[config.mk]
export PLATFORM = sky130hd
export DESIGN_NAME = instr_fetch_unit
export DESIGN_NICKNAME = d
export VERILOG_FILES = /design/src/rtl/instr_fetch_unit.sv
export SDC_FILE = /design/constraint.sdc
export NUM_CORES = 1
export LEC_CHECK = 0
export BUFFER_PORTS_ARGS = -buffer_cell sky130_fd_sc_hd__buf_2
export CAP_MARGIN = 20
export CORE_MARGIN = 8
export CORE_UTILIZATION = 45
export DETAILED_ROUTE_END_ITERATION = 8
export PLACE_DENSITY = 0.85
export SETUP_SLACK_MARGIN = 0.3
export SLEW_MARGIN = 20
export SYNTH_ARGS = -nofsm -noshare
export SYNTH_HDL_FRONTEND = slang
export SYNTH_SLANG_ARGS = --single-unit
[constraint.sdc]
create_clock -name clk -period 2.7 [get_ports clk]
set_input_delay 0.675 -clock clk [delete_from_list [all_inputs] [get_ports clk]]
set_output_delay 0.675 -clock clk [all_outputs]
set_load 0.05 [all_outputs]
[src/rtl/instr_fetch_unit.sv]
// instr_fetch_unit
// Fetch stage for a multi-cycle control unit. Holds PC and IR, fetches one instruction per
// IRwrite strobe over a req/ack memory handshake, and executes the PCWrite / PCWriteCond /
// PCsrc strobes. stall holds the control unit while a fetch is outstanding.
//
// Optional feature: define FETCH_TIMEOUT_EN to abort a fetch after TIMEOUT un-acked WAIT
// cycles and raise the sticky fetch_err flag. Without it a fetch waits for ack indefinitely.
//
// Ports
//   clk, rst        clock (rising edge), asynchronous active-low reset
//   ir_write        start a fetch (ignored while one is outstanding)
//   pc_write        unconditional PC write
//   pc_write_cond   PC write qualified by zero
//   zero            ALU zero flag
//   pc_src          0: alu_res, 1: branch_tgt, 2: ir[11:0], 3: hold
//   alu_res         ALU result (PC+1 during fetch)
//   branch_tgt      branch target
//   mem_req         instruction memory request
//   mem_addr        request address (= pc)
//   mem_ack         memory ack, mem_rdata valid while high
//   mem_rdata       instruction word
//   pc, ir          program counter, instruction register
//   opc, func       ir[15:12], ir[8:0]
//   stall           combinational fetch-in-progress hold
//   fetch_err       sticky fetch timeout flag (tied low without FETCH_TIMEOUT_EN)
module instr_fetch_unit #(
    parameter int unsigned AW      = 12,
    parameter int unsigned IW      = 16,
    parameter int unsigned TIMEOUT = 15
) (
    input  logic          clk,
    input  logic          rst,
    input  logic          ir_write,
    input  logic          pc_write,
    input  logic          pc_write_cond,
    input  logic          zero,
    input  logic [1:0]    pc_src,
    input  logic [AW-1:0] alu_res,
    input  logic [AW-1:0] branch_tgt,
    output logic          mem_req,
    output logic [AW-1:0] mem_addr,
    input  logic          mem_ack,
    input  logic [IW-1:0] mem_rdata,
    output logic [AW-1:0] pc,
    output logic [IW-1:0] ir,
    output logic [3:0]    opc,
    output logic [8:0]    func,
    output logic          stall,
    output logic          fetch_err
);

    typedef enum logic [0:0] {StIdle, StWait} state_e;

    state_e        state_q, state_d;
    logic [AW-1:0] pc_q, pc_d;
    logic [IW-1:0] ir_q;
    logic          load_ir;
    logic          pc_en;
    logic          timeout_hit;

`ifdef FETCH_TIMEOUT_EN
    localparam int unsigned CW = (TIMEOUT < 2) ? 1 : $clog2(TIMEOUT + 1);

    logic [CW-1:0] cnt_q, cnt_d;
    logic          err_q;

    // cnt_q holds the number of un-acked WAIT cycles already completed, so the abort
    // lands on the TIMEOUT-th WAIT cycle.
    assign timeout_hit = (state_q == StWait) && !mem_ack && (cnt_q == CW'(TIMEOUT - 1));

    always_comb begin
        cnt_d = cnt_q;
        if (state_q == StIdle && ir_write) begin
            cnt_d = '0;
        end else if (state_q == StWait && !mem_ack && !timeout_hit) begin
            cnt_d = cnt_q + 1'b1;
        end
    end

    always_ff @(posedge clk or negedge rst) begin
        if (!rst) begin
            cnt_q <= '0;
            err_q <= 1'b0;
        end else begin
            cnt_q <= cnt_d;
            if (timeout_hit) begin
                err_q <= 1'b1;
            end
        end
    end

    assign fetch_err = err_q;
`else
    logic unused_timeout;
    assign unused_timeout = (TIMEOUT != 0);
    assign timeout_hit    = 1'b0;
    assign fetch_err      = 1'b0;
`endif

    // FSM next state and stall; a timed-out fetch releases stall so the PC update applies.
    always_comb begin
        state_d = state_q;
        stall   = 1'b0;
        load_ir = 1'b0;
        unique case (state_q)
            StIdle: begin
                if (ir_write) begin
                    state_d = StWait;
                    stall   = 1'b1;
                end
            end
            StWait: begin
                if (mem_ack) begin
                    state_d = StIdle;
                    load_ir = 1'b1;
                end else if (timeout_hit) begin
                    state_d = StIdle;
                end else begin
                    stall = 1'b1;
                end
            end
            default: state_d = StIdle;
        endcase
    end

    assign pc_en = (pc_write || (pc_write_cond && zero)) && !stall;

    // Jump target reads the current IR; an IR load on the same edge does not affect it.
    always_comb begin
        pc_d = pc_q;
        if (pc_en) begin
            unique case (pc_src)
                2'd0:    pc_d = alu_res;
                2'd1:    pc_d = branch_tgt;
                2'd2:    pc_d = AW'(ir_q[11:0]);
                default: pc_d = pc_q;
            endcase
        end
    end

    always_ff @(posedge clk or negedge rst) begin
        if (!rst) begin
            state_q <= StIdle;
            pc_q    <= '0;
            ir_q    <= '0;
        end else begin
            state_q <= state_d;
            pc_q    <= pc_d;
            if (load_ir) begin
                ir_q <= mem_rdata;
            end
        end
    end

    assign mem_req  = (state_q == StWait);
    assign mem_addr = pc_q;
    assign pc       = pc_q;
    assign ir       = ir_q;
    assign opc      = ir_q[15:12];
    assign func     = ir_q[8:0];

endmodule

After elaboration in Yosys (flattened, before gate mapping)

Cells that the tools add are included.

Multiplexer cells: 6
Reductions and logical operators: 7
Eq/ne operators: 2
Bitwise logic cells: 1

Operators by type and width:

| cell               | number |
|---|---|
| $pmux 12 s3        | 1 |
| $mux 1             | 4 |
| $reduce_bool 3->1  | 1 |
| $eq 2x1->1 const B | 1 |
| $eq 2x2->1 const B | 1 |
| $logic_and 1x1->1  | 2 |
| $logic_not 2->1    | 1 |
| $pmux 1 s2         | 1 |
| $reduce_and 2->1   | 1 |
| $logic_not 1->1    | 1 |
| $logic_or 1x1->1   | 1 |
| $not 1->1          | 1 |

Input bits: 49
Logic and storage cells: 19
Flip-flop bits (word level): 29
Output and inout bits: 56

Depth between registers and ports, before layout

Word-level depth: 5
Depth in mapped cells: 6
Mapped depth without buffers: 5

Least setup slack after synthesis

OpenSTA, ideal clock, no wires.

Path kind: reg-to-output
Start point: reg state_q, in the netlist mem_req
End point: out stall
Buffers on the path: 0
Data required time: 2025 ps
Path slack: 749 ps
Cell stages (with the launch flop): 3
Data arrival time: 1276 ps
Cells stage by stage: dfrtp_1 -> nor2b_4 -> a21o_1

Word-level cells in the longest chain between the ends: 2

Ends and longest elaborated chain:

| element                | RTL line | RTL |
|---|---|---|
| from (decl)            | 54       | `state_e state_q, state_d;` |
| from (signal assigned) | 143      | `state_q <= StIdle;` |
| from (signal assigned) | 147      | `state_q <= state_d;` |
| $not 1->1              | n/a      |  |
| $pmux 1 s2 (*)         | 105      | `unique case (state_q)` |
| to (decl)              | 48       | `output logic stall,` |

Mark *: on every way between the ends. The rest lies on a longest branch, timed or not.

Worst setup path after layout

Start point: in mem_ack
End point: out stall

Word-level cells in the longest chain between the ends: 2

Ends and longest elaborated chain:

| element     | RTL line | RTL |
|---|---|---|
| from (decl) | 42       | `input logic mem_ack,` |
| $mux 1      | 113      | `if (mem_ack) begin` |
| $pmux 1 s2  | 105      |  |

Every way passes these cells.

==> flow_summary_export.csv <==
group,metric,value,unit
clocking,cts_buffer_depth,2,
floorplanning,fp.dieH,75.1,µm
global_route,grt_use_total,15.4,%
sta,finalCritPeriodShare,73.3,%
clocking,cts_setup_buffers,0,
route,drt_pass1_iterations,6,
logic_synthesis,synthAdderAreaFrac,2.39,%
sta,finClkSkew,0.00914,ns
setup_path,path_buf_inv,2,
sta,final_hold_viol_count,0,
sta,period_minus_slack,1.98,ns
sta,finalSetupViolations,0,
pwr,clockPowerShare,15.8,%
logic_synthesis,ys_seq_area_share,46.1,%
global_route,antenna_found_initial,0,
logic_synthesis,syn-instance-count,137,
setup_path,max_stage_delay,0.26,ns
route,wl_per_cell,16.4,µm
pwr,switchingPower,1.27,mW
clocking,h-tree-depth,2,
setup_path,crit_path_frequent_cell,"buf_2",
pwr,powerDensity,1170,mW/mm²
layout,syn_to_final_growth,27.9,%
clocking,numCtsBuffers,5,
setup_path,crit_path_max_fanout,2,
pwr,p_leak,1.07,nW
sta,slew_violations,0,
layout,layout-drive-gt1-share,64.5,%
placement,io_buffer_count,103,
clocking,tritoncts,"yes",
logic_synthesis,synthDistinctLibCells,17,
sta,maxSlewHeadroom,55.8,%
pwr,intPower,1.08,mW
floorplanning,pin_count,105,
clocking,cts.sinks,29,
setup_path,startpoint_type,"input pin",
sta,setup_tns,0,ns
logic_synthesis,synth_top_family_by_area,"multiplexers",
pwr,combPwrFrac,56.4,%
logic_synthesis,synth_compound_area_share,12.1,%
run,drv_cap,0,
logic_synthesis,synth_area,0.00157,mm²
sta,setup_slack,0.721,ns
pwr,seqPwrFrac,27.8,%
clocking,cts_root_buf,"clkbuf_4",
route,drt_wl_total,4.33,mm
sta,max_freq,505,MHz
logic_synthesis,avgSynthCellArea,11.5,µm²
layout,post-route-util,60.3,%
route,vias,1286,
sta,rsz0062_at_grt,"false",
setup_path,crit_path_top_delay_cell,"buf_2",
placement,place_ws,0.596,ns
floorplanning,die-area,0.00564,mm²
route,ant_nets,0,
placement,gp_congestion,0.837,
placement,post-dp-hpwl,3.47,mm
clocking,path_clk_slew,0.09,ns
route,drc,0,
clocking,cts_resized,0,
setup_path,required,2.03,ns
global_route,grt_pass1_vias,1305,
layout,diodes,0,
hold_path,hp-class,"input pin to async pin",
layout,nets,268,
sta,worstMarginPinSlew,0.662,ns
floorplanning,core_area,0.00334,mm²
floorplanning,start_util,47.1,%
pwr,worst_ir_drop_vdd,0.675,mV
global_route,grt_max_degree,30,
clocking,hold_buffers,0,
route,viasPerCell,4.89,
logic_synthesis,synth-seq-cells,29,
clocking,clk_latency,0.32,ns
sta,worst_hold_slack,0.368,ns
logic_synthesis,synth-xor-area-share,0,%
run_status,status,"finished, final reports clean",
floorplanning,placementRows,21,
logic_synthesis,synthSimpleGateAreaFrac,3.98,%
route,drt-initial-drc-count,41,
pwr,power.share.switching,54.1,%
setup_path,worstSetupPathType,"input pin to output pin",
floorplanning,die_x,75.1,µm
logic_synthesis,synthMuxAreaShare,20.0,%
setup_path,critical_path_arrival,1.30,ns
logic_synthesis,yosysWarnings,0,
logic_synthesis,synth_nets,189,
global_route,grt_pass1_wl,6.42,mm
setup_path,crit_chain,"buf_2 -> nor2b_4 -> a21o_1 -> buf_2",
global_route,globalRoute.totalOverflow,0,
setup_path,crit_family,"buffers and inverters",
setup_path,endpoint_kind,"output pin",
-- layout make-up --
| type | instances | area (µm²) |
|---|---|---|
| Inverter | 3 | 11.3 |
| Fill cell | 290 | 1330 |
| Tap cell | 46 | 57.6 |
| Sequential cell | 29 | 726 |
| Multi-Input combinational cell | 73 | 609 |
| Clock buffer | 7 | 55.1 |
| Timing Repair Buffer | 104 | 523 |
| Clock inverter | 1 | 30.0 |
-- layout by cell type (no fill, tap or decap) --
cell,netlist,final
bufinv_16,0,1
a21oi_1,1,1
ha_1,3,3
a22oi_1,12,12
conb_1,1,1
mux2_1,1,1
inv_1,3,3
a2111oi_4,1,1
nand2_1,13,13
mux2_2,27,27
buf_2,1,103
nor2b_4,1,1
dfrtp_1,29,29
clkbuf_1,4,1
a21o_1,1,1
clkbuf_8,0,1
buf_4,26,1
clkbuf_4,0,5
o21ai_0,12,12
-- synthesized netlist by cell type --
library cell   n  area share, %
mux2_2        27             19
a2111oi_4      1            1.8
ha_1           3            2.4
nand2_1       13            3.1
buf_4         26             12
a22oi_1       12            5.7
buf_2          1           0.32
buf_6          1           0.72
clkbuf_1       4           0.95
dfrtp_1       29             46
mux2_1         1           0.72
inv_1          3           0.72
a21oi_1        1           0.32
conb_1         1           0.24
o21ai_0       12            3.8
a21o_1         1           0.48
nor2b_4        1           0.87
-- final timing paths --
kind / from / endpoint / slack (ns) / depth (start not counted)
worst max-delay path: mem_ack / stall / 0.72 / 4
worst min-delay path: rst / ir[10] / 0.37 / 1
worst max register to register: mem_req / mem_addr[6] / 1.12 / 4
max in group asynchronous: rst / ir[4] / 1.91 / 1
min in group clk: mem_addr[11] / mem_addr[11] / 0.52 / 1
worst min register to register: mem_addr[11] / mem_addr[11] / 0.52 / 1
-- metrics by stage --
stage          cells  power [mW]  cell area [µm²]
2_1_floorplan    137        1.81             1570
3_3_place_gp     255        1.97             1930
3_5_place_dp     255        1.99             1930
4_1_cts          263        2.37             2010
5_1_grt          263        2.45             2010
6_report         263        2.35             2010
-- flip-flops by register name, indices dropped and copies added (netlist names) --
| register | count |
|---|---|
| mem_addr | 12 |
| mem_req | 1 |
| ir | 16 |
-- power groups by stage --
stage	clock network, mW	registers, mW	logic, mW
floorplan	0	1.07	0.736
global placement	0	0.653	1.32
detailed placement	0	0.660	1.33
CTS	0.382	0.652	1.34
global route	0.399	0.674	1.37
finish	0.370	0.653	1.32
-- layer usage --
layer	track usage [%]	share of wire, %
met5	0	0
met4	7.17	1.3
met3	5.59	8.3
met2	25.6	53
met1	17.0	38
-- cells by family after synthesis --
kind of cell	count (synthesis)
compound gates	27
buf+inv	35
flops	29
fa+ha+maj	3
simple gates	14
other cells	1
mux	28
No activity file was read; power rests on OpenSTA's default activity.
